File: src/rtl/pill_filler_multi.sv
// Multi-lane pill bottle filler: counts hopper pulses per bottle, sequences bottles,
// and flags starvation, conveyor and emergency faults. Macro PILL_TOTAL_COUNT_EN adds total_pills.
module pill_filler_multi #(
    parameter int N_HOP        = 2,
    parameter int PILL_W       = 10,
    parameter int BOTTLE_W     = 7,
    parameter int TICK_DIV     = 1000,
    parameter int SWITCH_TICKS = 2,
    parameter int HOPPER_TICKS = 5
) (
    input  logic                         clk_1khz,
    input  logic                         clr,
    input  logic                         start,
    input  logic                         ack,
    input  logic                         emergency_stop,
    input  logic [N_HOP-1:0]             hopper_pulse,
    input  logic                         conveyor_ok,
    input  logic [PILL_W-1:0]            target_pills,
    input  logic [BOTTLE_W-1:0]          target_bottles,
    output logic [2:0]                   state,
    output logic [PILL_W-1:0]            now_pills,
    output logic [BOTTLE_W-1:0]          now_bottles,
    output logic [1:0]                   err_code,
    output logic [1:0]                   beep_mode,
    output logic                         start_chirp,
    output logic                         spill,
    output logic [PILL_W+BOTTLE_W-1:0]   total_pills
);
    typedef enum logic [2:0] {
        SETTING   = 3'd0,
        RUNNING   = 3'd1,
        SWITCHING = 3'd2,
        DONE      = 3'd3,
        ERROR     = 3'd4,
        FATAL     = 3'd5
    } state_t;

    localparam int PRE_W = (TICK_DIV > 1) ? $clog2(TICK_DIV) : 1;
    localparam int HT_W  = $clog2(HOPPER_TICKS + 2);
    localparam int ST_W  = $clog2(SWITCH_TICKS + 2);
    localparam int SUM_W = PILL_W + 3;

    state_t              state_q, state_d;
    logic [N_HOP-1:0]    hop_q, hop_d;
    logic [PILL_W-1:0]   pills_q, pills_d;
    logic [BOTTLE_W-1:0] bottles_q, bottles_d;
    logic [1:0]          err_q, err_d;
    logic                chirp_q, chirp_d;
    logic                spill_q, spill_d;
    logic [PRE_W-1:0]    pre_q, pre_d;
    logic [HT_W-1:0]     htmr_q, htmr_d;
    logic [ST_W-1:0]     stmr_q, stmr_d;

    logic [N_HOP-1:0]    edges;
    logic [2:0]          k;
    logic [SUM_W-1:0]    sum;
    logic [BOTTLE_W-1:0] bottles_inc;
    logic                tick, h_expire, s_expire, hload, sload, enter_run;

    always_comb begin
        edges = hopper_pulse & ~hop_q;
        k     = '0;
        for (int unsigned i = 0; i < N_HOP; i++) begin
            k = k + 3'(edges[i]);
        end
    end

    // A timer "reaches 0" on the tick that takes it from 1 to 0, so the
    // transition lands exactly N*TICK_DIV cycles after the load.
    assign tick        = (pre_q == PRE_W'(TICK_DIV - 1));
    assign h_expire    = (htmr_q == '0) || (tick && htmr_q == HT_W'(1));
    assign s_expire    = (stmr_q == '0) || (tick && stmr_q == ST_W'(1));
    assign sum         = SUM_W'(pills_q) + SUM_W'(k);
    assign bottles_inc = bottles_q + BOTTLE_W'(1);

    always_comb begin
        state_d   = state_q;
        pills_d   = pills_q;
        bottles_d = bottles_q;
        err_d     = err_q;
        spill_d   = spill_q;
        hload     = 1'b0;
        if (emergency_stop) begin
            state_d = FATAL;
            err_d   = 2'd3;
        end else begin
            case (state_q)
                SETTING: begin
                    if (start && target_pills != '0 && target_bottles != '0) begin
                        state_d   = RUNNING;
                        pills_d   = '0;
                        bottles_d = '0;
                        err_d     = '0;
                        spill_d   = 1'b0;
                    end
                end
                RUNNING: begin
                    if (pills_q == target_pills) begin
                        bottles_d = bottles_inc;
                        state_d   = (bottles_inc == target_bottles) ? DONE : SWITCHING;
                    end else if (k != '0) begin
                        hload = 1'b1;
                        if (sum > SUM_W'(target_pills)) begin
                            pills_d = target_pills;
                            spill_d = 1'b1;
                        end else begin
                            pills_d = PILL_W'(sum);
                        end
                    end else if (h_expire) begin
                        state_d = ERROR;
                        err_d   = 2'd1;
                    end
                end
                SWITCHING: begin
                    if (s_expire) begin
                        if (conveyor_ok) begin
                            state_d = RUNNING;
                            pills_d = '0;
                        end else begin
                            state_d = ERROR;
                            err_d   = 2'd2;
                        end
                    end
                end
                ERROR: begin
                    if (err_q == 2'd1 && edges != '0) begin
                        state_d = RUNNING;
                        err_d   = '0;
                    end else if (err_q == 2'd2 && conveyor_ok) begin
                        state_d = RUNNING;
                        pills_d = '0;
                        err_d   = '0;
                    end
                end
                DONE:    if (ack) state_d = SETTING;
                FATAL:   if (ack) state_d = SETTING;
                default: state_d = SETTING;
            endcase
        end

        enter_run = (state_d == RUNNING) && (state_q != RUNNING);
        sload     = (state_d == SWITCHING) && (state_q != SWITCHING);
        hload     = hload | enter_run;
        chirp_d   = enter_run;
        hop_d     = hopper_pulse;

        pre_d  = (hload || sload || tick) ? '0 : pre_q + PRE_W'(1);
        htmr_d = hload ? HT_W'(HOPPER_TICKS)
               : (tick && htmr_q != '0) ? htmr_q - HT_W'(1) : htmr_q;
        stmr_d = sload ? ST_W'(SWITCH_TICKS)
               : (tick && stmr_q != '0) ? stmr_q - ST_W'(1) : stmr_q;
    end

    always_ff @(posedge clk_1khz) begin
        if (clr) begin
            state_q   <= SETTING;
            hop_q     <= '0;
            pills_q   <= '0;
            bottles_q <= '0;
            err_q     <= '0;
            chirp_q   <= 1'b0;
            spill_q   <= 1'b0;
            pre_q     <= '0;
            htmr_q    <= '0;
            stmr_q    <= '0;
        end else begin
            state_q   <= state_d;
            hop_q     <= hop_d;
            pills_q   <= pills_d;
            bottles_q <= bottles_d;
            err_q     <= err_d;
            chirp_q   <= chirp_d;
            spill_q   <= spill_d;
            pre_q     <= pre_d;
            htmr_q    <= htmr_d;
            stmr_q    <= stmr_d;
        end
    end

`ifdef PILL_TOTAL_COUNT_EN
    localparam int TOT_W = PILL_W + BOTTLE_W;
    logic [TOT_W-1:0]  total_q, total_d;
    logic [PILL_W-1:0] added;

    // Pills only ever increase while RUNNING, so the delta is the counted amount.
    assign added   = (state_q == RUNNING) ? pills_d - pills_q : '0;
    assign total_d = total_q + TOT_W'(added);

    always_ff @(posedge clk_1khz) begin
        if (clr) total_q <= '0;
        else     total_q <= total_d;
    end
    assign total_pills = total_q;
`else
    assign total_pills = '0;
`endif

    always_comb begin
        case (state_q)
            DONE:    beep_mode = 2'd1;
            ERROR:   beep_mode = 2'd2;
            FATAL:   beep_mode = 2'd3;
            default: beep_mode = 2'd0;
        endcase
    end

    assign state       = state_q;
    assign now_pills   = pills_q;
    assign now_bottles = bottles_q;
    assign err_code    = err_q;
    assign start_chirp = chirp_q;
    assign spill       = spill_q;

endmodule

File: config.mk
export PLATFORM = sky130hd
export DESIGN_NAME = pill_filler_multi
export DESIGN_NICKNAME = d
export VERILOG_FILES = /design/src/rtl/pill_filler_multi.sv
export SDC_FILE = /design/constraint.sdc
export NUM_CORES = 1
export LEC_CHECK = 0
export CORE_MARGIN = 1.5
export CORE_UTILIZATION = 50
export CTS_CLUSTER_SIZE = 20
export DETAILED_ROUTE_END_ITERATION = 16
export HOLD_SLACK_MARGIN = 0.02
export PLACE_DENSITY_LB_ADDON = 0.1
export SKIP_CTS_REPAIR_TIMING = 1
export SLEW_MARGIN = 10
export SYNTH_ARGS = -nofsm -noshare
export SYNTH_HDL_FRONTEND = slang
export SYNTH_SLANG_ARGS = --single-unit
File: constraint.sdc
create_clock -name clk_1khz -period 5.5 [get_ports clk_1khz]
set_input_delay 0.825 -clock clk_1khz [delete_from_list [all_inputs] [get_ports clk_1khz]]
set_output_delay 0.825 -clock clk_1khz [all_outputs]
set_load 0.05 [all_outputs]
# Yosys cells after proc, flatten, opt, wreduce, memory -nomap -nowiden
# Index checks and enable logic that the tools add are counted.
# classes
add_sub_neg,6
order_cmp,1
eq_ne,32
n_mux,48
bitwise_logic,4
reduce_logical,36
# op_table
cell,count
$mux W10,8
$pmux W10 S4,1
$mux W3,12
$mux W2,11
$ne A2 B2 Y1 const B,9
$ne A3 B3 Y1 const B,6
$pmux W3 S5,1
$mux W7,2
$pmux W7 S2,1
$add A10 B2 Y11,1
$gt A11 B10 Y1,1
$add A10 B1 Y10 const B,1
$eq A10 B10 Y1,1
$eq A10 B10 Y1 const B,1
$logic_and A1 B1 Y1,10
$reduce_bool A10 Y1,1
$reduce_bool A2 Y1,5
$eq A3 B1 Y1 const B,3
$eq A3 B2 Y1 const B,3
$mux W1,9
$reduce_and A9 Y1,1
$pmux W2 S4,1
$reduce_and A8 Y1,1
$reduce_or A2 Y1,4
26 further kinds,33
# totals
regBits,41
out_inout_bits,43

# Longest topological paths before layout
# Gate-level depths: netlist of the first run.
# logic_depth
word_depth,14
ltp_mapped,18
depth_no_buf,17

# Worst setup path after synthesis of the first run
# Ideal clock, no wire load.
# synth_path
kind,input port to flip-flop
startpoint,input port hopper_pulse[0]
endpoint,register pills_q[8] (netlist: now_pills[8])
arrival_time_ns,4.331
required_time_ns,5.383
path_slack_ns,1.053
stages,17
n_path_buf,1
cell_sequence,nand2b_1 ha_1 ha_1 fa_1 nand3_1 nor2_1 and3_1 xor2_1 ha_1 a21o_1 a21oi_1 nor3b_1 a21oi_1 a31oi_1 clkbuf_1 o22ai_1 a22o_1
# synth_between
elab_chain_cells,8
# synth_lines
element,line,source
from (decl),16,"input logic [N_HOP-1:0] hopper_pulse,"
$and A2 B2 Y2 *,61,edges = hopper_pulse & ~hop_q;
$add A1 B1 Y2,64,k = k + 3'(edges[i]);
$add A10 B2 Y11,73,assign sum = SUM_W'(pills_q) + SUM_W'(k);
$gt A11 B10 Y1,103,if (sum > SUM_W'(target_pills)) begin
$mux W10,103,
$mux W10,101,end else if (k != '0) begin
$mux W10,98,if (pills_q == target_pills) begin
$pmux W10 S4,87,case (state_q)
to (signal assigned),169,pills_q <= pills_d;
to (decl),45,"logic [PILL_W-1:0] pills_q, pills_d;"
# Mark *: on every way between the ends. The rest lies on a longest branch, timed or not. The select of a mux whose other input is x is not followed.
# A chain may end at the register's enable or synchronous reset.

# Worst setup path after layout of the first run
# layout_path
startpoint,input port hopper_pulse[0]
endpoint,register pills_q[3] (netlist: now_pills[3])
# Same word-level chain as after synthesis.

==> impl_metrics.ini, run 1 <==
[sta]
finClkSkew_ns = 0.0122
fin_setup_tns_ns = 0
fin_crit_ns = 4.51
finalCritPeriodShare = 0.821
hold_viol = 0
worstMarginPinSlew_ns = 1.06
rsz0062_at_grt = false
setup_violations = 0
slew_headroom = 0.292
max_freq_mhz = 222
maxSlewViolCount = 0
setup_slack_ns = 0.987

[clock_network]
cts_tree = done
cts_buffers = 5
cts_max_path_buffers = 2
clkTransAtPathRegs_ns = 0.08
clock_latency_ns = 0.30
htreeDepth = 2
cts_root_buffer = clkbuf_8
cts.sinks = 41

[synth]
synth-seq-cells = 41
ys_warn_count = 0
ys_seq_area_frac = 0.268
async_reset_ff_frac = 0
yosysUniqueCellTypes = 57
synth_edf_count = 0
syn_area_um2 = 3060
ys.flop_type = dfxtp_1
netlist_instances = 382
syn-mean-instance-area_um2 = 8.01

[floorplan]
rows = 28
coreArea_um2 = 5920
die_area_um2 = 6600
initial_core_util = 0.517
die_y_um = 81.2
die_x_um = 81.2
io_pins = 68

[placement]
port_buffers = 50
dp_hpwl_um = 5460
gp_congestion = 0.914
dp_cells = 497
place_ws_ns = 0.689

[critical_path]
crit_path_end_kind = register
cp-start-kind = primary input
critical_path_class = primary input to register
rr_startpoint = hop_q[0]
required_ns = 5.66
rr_worst_depth = 17
r2r_end = now_pills[3]
critPathMaxFanout = 8
cp.arrival_ns = 4.68
r2r_setup_slack_ns = 1.62

[layout]
register_area_um2 = 821
drive_gt1_frac = 0.0443
num-nets-final = 477
final_cell_count_no_fill = 504
area_growth_pct = 19.4
multiInputGateArea_um2 = 2040
fill_cells = 542
antenna_cells = 0
fin_util = 0.617

[global_route]
grt.overflow.total = 0
grt_util_all_layers = 0.231
antenna_found_initial = 0
grt_pass1_wl_um = 12000
grt_max_degree = 32
grt_pass1_vias = 2549

[power]
power_density_nw_per_um2 = 193
ir_drop_uv = 117
fin_total_pwr_mw = 0.706
power_leakage_nw = 1.51

[worst_hold_path]
min_path_type = register to register
holdPathStages = 2
hold_start = htmr_q[1]
holdPathEnd = htmr_q[1]

[drt]
wire_per_inst_um = 14.3
ant_nets = 0
drt-pass1-iter-count = 4
drt_iter0_drc = 151
num_vias = 2807
wl_um = 7200
drc = 0
via_per_inst = 5.57

[status]
outcome = completed

[flow_run]
timing.max_cap.violations = 0
## layout by cell type, fill, tap and decap left out, types with 4 or more instances in the layout
cell type / count
o21ai_0: 21
and2_1: 5
or3_1: 6
ha_1: 22
a21o_1: 4
conb_1: 17
nand4_1: 7
xor2_1: 11
nor2b_1: 4
nand2b_1: 6
clkbuf_8: 6
mux2i_1: 10
dfxtp_1: 41
xnor2_1: 28
a31oi_1: 7
a211oi_1: 4
and3_1: 6
nor2_1: 23
nor3_1: 12
a21oi_1: 21
nand3_1: 12
clkdlybuf4s50_1: 50
inv_1: 23
nor4_1: 7
nand2_1: 29
## flip-flops by register name (all words and copies together) (netlist names)
name         flops
pre_q           10
spill            1
htmr_q           3
now_bottles      7
now_pills       10
state            3
err_code         2
stmr_q           2
start_chirp      1
hop_q            2
## synth_stat cells (all sizes together) (9+ instances only)
cell | instances | area, µm²
nand2 | 29 | 109
ha | 22 | 275
mux2i | 10 | 100
xnor2 | 28 | 245
nor3 | 12 | 60.1
a21oi | 21 | 105
nand3 | 12 | 60.1
inv | 23 | 86.3
o21ai | 21 | 105
buf | 18 | 133
nor2 | 23 | 86.3
or3 | 9 | 63.8
clkbuf | 11 | 41.3
dfxtp | 41 | 821
xor2 | 11 | 96.3
## worst max path at each step
stage,startpoint,to,cells after the start
2_1_floorplan,hopper_pulse[0],now_pills[8],17
3_3_place_gp,hopper_pulse[0],now_pills[4],18
3_5_place_dp,hopper_pulse[0],now_pills[2],18
4_1_cts,hopper_pulse[0],now_pills[4],18
5_1_grt,hopper_pulse[0],now_pills[3],18
6_report,hopper_pulse[0],now_pills[3],18
## report_power, final
part | total, mW | internal, mW | switching (mW)
Combinational | 0.179 | 0.0645 | 0.114
Sequential | 0.318 | 0.306 | 0.0118
Clock | 0.209 | 0.0994 | 0.110
Total | 0.706 | 0.470 | 0.236
## per-layer routing
metal	track usage	routed length [µm]	vias to the layer above
met5	0	0	-
met4	0.0724	68	0
met3	0.0348	343	6
met2	0.365	3210	85
met1	0.323	3580	1294
li1	-	-	1422
## through the flow
step / area [µm²] / hold WS [ns]
floorplan: 3120 / 0.480
global placement: 3560 / 0.492
detailed placement: 3560 / 0.482
CTS: 3650 / 0.515
global route: 3650 / 0.553
finish: 3650 / 0.510
## kinds of logic (layout without fill, tap and decap cells)
group           count (synthesis)  after routing  synth area share
simple gates                  136            136             0.238
xor+xnor                       39             39             0.112
fa+ha+maj                      24             24            0.0998
mux                            10             10            0.0327
flops                          41             41             0.268
other cells                     1             17           0.00123
buf+inv                        52             83            0.0851
compound gates                 79             79             0.163
## area by class of cell
| type | instances | share of cell area |
|---|---|---|
| clock buffer | 6 | 0.0226 |
| clock inverter | 1 | 0.00206 |
| inverter | 23 | 0.0236 |
| multi-input combinational | 305 | 0.558 |
| sequential | 41 | 0.225 |
| tap | 75 | 0.0257 |
| timing repair buffer | 53 | 0.143 |
## worst max-delay path: stages
cell             delay (ns)
clkdlybuf4s50_1        0.47
nand2b_1               0.11
ha_1                   0.32
ha_1                   0.21
fa_1                   0.41
nand3_1                0.19
nor2_1                 0.09
and3_1                 0.21
xor2_1                 0.16
ha_1                   0.30
a21o_1                 0.17
a21oi_1                0.17
nor3b_1                0.22
a21oi_1                0.12
a31oi_1                0.20
buf_4                  0.22
mux2i_1                0.19
o21ai_0                0.09
Note: power is estimated with default switching activity, not from simulation.
==> inputs of run 2 (changes only) <==
CORE_UTILIZATION = 46   (was 50)
clock period = 4 ns   (was 5.5 ns; I/O delays follow)
==> run 2 against run 1 <==
Count of clock-buffer cells in the layout is 1 lower; sequential share of layout area down 1.0 points; design area is 4.8% higher; register-to-register slack worse by 1.1 ns; total power grew 38%; non-clock buffer count rose by 11; combinational power increased by 44%; largest cell class unchanged; highest routed layer unchanged.
==> impl_metrics.ini, run 2 (synthesis gave the netlist of run 1 again) <==
[global_route]
grt_util_all_layers = 0.217
grt.overflow.total = 0
grt_max_degree = 32
antenna_found_initial = 0
grt_pass1_wl_um = 12800
grt_pass1_vias = 2688

[drt]
ant_nets = 0
num_vias = 2923
met2_length_um = 3420
via_per_inst = 5.64
wire_per_inst_um = 14.5
wl_met1_um = 3540
wl_um = 7510
drt-pass1-iter-count = 4
top_layer_used = met4
drc = 0
drt_iter0_drc = 155
wl_met3_um = 449

[placement]
dp_hpwl_um = 5640
port_buffers = 50
place_ws_ns = -0.417
gp_congestion = 0.910

[critical_path]
cp-start-kind = primary input
rr_worst_depth = 17
critPathMaxFanout = 8
required_ns = 4.18
cp.arrival_ns = 3.72
critical_path_class = primary input to register
crit_path_end_kind = register

[power]
power_density_nw_per_um2 = 255
fin_total_pwr_mw = 0.975
power_leakage_nw = 1.58
ir_drop_uv = 229

[layout]
num-nets-final = 488
final_common_cell = clkdlybuf4s50_1
fill_cells = 598
antenna_cells = 0
area_growth_pct = 25.2
drive_gt1_frac = 0.0998
mostFrequentLayoutCells = 48 x clkdlybuf4s50_1, 41 x dfxtp_1, 29 x nand2_1
fin_util = 0.600

[flow_run]
timing.max_cap.violations = 0

[sta]
fin_crit_ns = 3.54
max_freq_mhz = 282
setup_slack_ns = 0.458
hold_viol = 0
finalCritPeriodShare = 0.885
maxSlewViolCount = 0
slew_headroom = 0.662
rsz0062_at_grt = false
setup_violations = 0
finClkSkew_ns = 0.0101
worstMarginPinSlew_ns = 0.506

[clock_network]
cts.sinks = 41
cts_buffers = 5
htreeDepth = 2
clock_latency_ns = 0.31
cts_root_buffer = clkbuf_8
cts_tree = done
cts_max_path_buffers = 2
clkTransAtPathRegs_ns = 0.08

[floorplan]
coreArea_um2 = 6390
die_x_um = 84.6
initial_core_util = 0.479
rows = 29
io_pins = 68
die_y_um = 84.6
die_area_um2 = 7150

[status]
outcome = completed

[worst_hold_path]
holdPathStages = 2
min_path_type = register to register
-- run 2: layer usage --
metal,up-vias,global-route usage
met5,-,0
met4,0,0.0601
met3,10,0.0403
met2,95,0.350
met1,1382,0.299
li1,1436,-
-- run 2: cell type report --
class                      count  area, µm²  area share
clock buffer                   5       68.8      0.0180
clock inverter                 3       17.5     0.00458
inverter                      23       86.3      0.0225
multi-input combinational    305       2120       0.554
sequential                    41        821       0.214
tap                           77       96.3      0.0252
timing repair buffer          64        618       0.161
-- run 2: critical path: stages --
cell and delay, ns:
dlymetal6s2s_1 0.13, nand2b_1 0.14, ha_4 0.23, ha_4 0.16
fa_2 0.37, nand3_2 0.09, nor2_1 0.07, and3_4 0.19
xor2_2 0.15, ha_1 0.33, a21o_1 0.17, a21oi_2 0.14
nor3b_2 0.20, a21oi_2 0.09, a31oi_2 0.21, buf_6 0.18
mux2i_1 0.19, o21ai_0 0.09
-- run 2: worst paths after layout --
| check | start | endpoint | slack [ns] |
|---|---|---|---|
| min reg2reg | htmr_q[1] | htmr_q[1] | 0.51 |
| max reg2reg | hop_q[1] | now_pills[3] | 0.51 |
| min | htmr_q[1] | htmr_q[1] | 0.51 |
| max | hopper_pulse[1] | now_pills[3] | 0.46 |
-- run 2: metrics by stage --
step / std cells / TNS, ns / hold WS [ns] / cell area, µm²
2_1_floorplan: 398 / 0 / 0.480 / 3130
3_3_place_gp: 507 / -2.96 / 0.492 / 3630
3_5_place_dp: 507 / -4.29 / 0.493 / 3630
4_1_cts: 515 / -0.911 / 0.512 / 3720
5_1_grt: 518 / 0 / 0.568 / 3830
6_report: 518 / 0 / 0.509 / 3830
-- run 2: power by group --
| group | internal [mW] | switching (mW) | leakage [nW] |
|---|---|---|---|
| logic | 0.0971 | 0.160 | 1.20 |
| registers | 0.421 | 0.0163 | 0.333 |
| clock network | 0.121 | 0.159 | 0.0439 |
| total | 0.639 | 0.336 | 1.58 |
==> inputs of run 3 (changes only) <==
CORE_UTILIZATION = 50   (was 46)
DONT_BUFFER_PORTS = 1   (was unset)
PLACE_DENSITY_LB_ADDON = 0.08   (was 0.1)
==> run 3 against run 2 <==
Setup slack worse by 0.16 ns; clock skew fell by 0.0024 ns; global-route usage increased by 0.41 points; highest routed layer unchanged; critical path type is now register to register; non-clock buffer count is 47 lower; largest power group unchanged; hold slack worse by 0.15 ns; final cell count is 9.5% lower; clock power is 29% higher; wire length fell by 5.7%; first-iteration DRC count fell by 28%; count of clock-buffer cells in the layout grew 1; sequential share of layout area up 3.4 points.
==> impl_metrics.ini, run 3 (synthesis gave the netlist of run 1 again) <==
[global_route]
grt_pass1_wl_um = 11500
grt_max_degree = 32
grt_util_all_layers = 0.222
antenna_found_initial = 0
grt.overflow.total = 0
grt_pass1_vias = 2454

[floorplan]
coreArea_um2 = 5920
initial_core_util = 0.517
rows = 28
die_y_um = 81.2
die_area_um2 = 6600
die_x_um = 81.2
io_pins = 68

[critical_path]
critical_path_class = register to register
required_ns = 4.17
cp.arrival_ns = 3.87
critPathMaxFanout = 12
rr_worst_depth = 17
cp-start-kind = register
crit_path_end_kind = register

[clock_network]
cts_buffers = 5
cts_max_path_buffers = 2
cts_root_buffer = clkbuf_8
cts_tree = done
htreeDepth = 2
clock_latency_ns = 0.29
clkTransAtPathRegs_ns = 0.09
cts.sinks = 41

[layout]
mostFrequentLayoutCells = 41 x dfxtp_1, 29 x nand2_1, 28 x xnor2_1
area_growth_pct = 8.22
finalInstanceArea_um2 = 3310
antenna_cells = 0
num-nets-final = 441
multiInputGateArea_um2 = 2050
drive_gt1_frac = 0.0914
register_area_um2 = 821
fill_cells = 607
final_common_cell = dfxtp_1

[power]
comb_power_share = 0.196
sw_frac_of_total = 0.312
ir_drop_uv = 156
power_density_nw_per_um2 = 303
power_switching_mw = 0.313
fin_total_pwr_mw = 1.00
power_frac_clock = 0.360
power_leakage_nw = 1.42
p_int_mw = 0.690
seqPwrFrac = 0.444

[placement]
place_ws_ns = 0.0149
gp_congestion = 0.854
dp_hpwl_um = 5370
port_buffers = 0
dpl_cell_area_um2 = 3190

[sta]
worstMarginPinSlew_ns = 0.769
max_freq_mhz = 270
fin_crit_ns = 3.70
slew_headroom = 0.487
maxSlewViolCount = 0
setup_slack_ns = 0.298
finClkSkew_ns = 0.00774
setup_violations = 0
hold_viol = 0
fin_setup_tns_ns = 0
finalCritPeriodShare = 0.926
rsz0062_at_grt = false

[drt]
via_per_inst = 5.72
drt-pass1-iter-count = 4
ant_nets = 0
wl_um = 7080
drc = 0
wire_per_inst_um = 15.1
num_vias = 2684
drt_iter0_drc = 112

[worst_hold_path]
min_path_type = primary input to register
holdPathStages = 1

[status]
outcome = completed

[flow_run]
timing.max_cap.violations = 0
## run 3: path summary, 6_finish.rpt
kind	startpoint	end	slack, ns
max reg2reg	hop_q[0]	now_pills[4]	0.30
min reg2reg	htmr_q[1]	htmr_q[1]	0.50
max	hop_q[0]	now_pills[4]	0.30
min	clr	htmr_q[2]	0.36
## run 3: final cells by class
class / count / share of cell area
clock buffer: 6 / 0.0249
clock inverter: 2 / 0.0113
inverter: 23 / 0.0261
multi-input combinational: 305 / 0.619
sequential: 41 / 0.248
tap: 75 / 0.0283
timing repair buffer: 17 / 0.0423
## run 3: metrics by stage
stage               hold WS [ns]  cells  utilization
finish                     0.364    469        0.559
floorplan                  0.480    398            -
CTS                        0.357    469        0.558
global route               0.347    469        0.559
global placement           0.488    461        0.538
detailed placement         0.495    461        0.538
## run 3: routing by layer
metal,track usage,vias to the layer above,share of wire
met2,0.360,85,0.46
met5,0,-,0
met3,0.0472,5,0.055
met1,0.295,1256,0.48
met4,0.0621,0,0.0081
li1,-,1338,-
## run 3: power by group through the flow
stage          Clock, mW  Combinational, mW  Sequential [mW]
6_report           0.361              0.197            0.445
5_1_grt            0.385              0.216            0.447
4_1_cts            0.368              0.197            0.445
3_3_place_gp           0              0.195            0.454
2_1_floorplan          0              0.166            0.460
3_5_place_dp           0              0.196            0.454
## run 3: critical path, stage by stage (launching register included)
cell      delay [ns]
dfxtp_1         0.31
nand2b_1        0.15
ha_1            0.30
ha_1            0.21
fa_1            0.41
nand3_1         0.12
nor2_1          0.07
and3_1          0.22
xor2_1          0.19
ha_1            0.28
a21o_1          0.19
a21oi_1         0.17
nor3b_2         0.18
a21oi_1         0.11
a31oi_2         0.21
buf_12          0.18
mux2i_1         0.19
o22ai_1         0.09
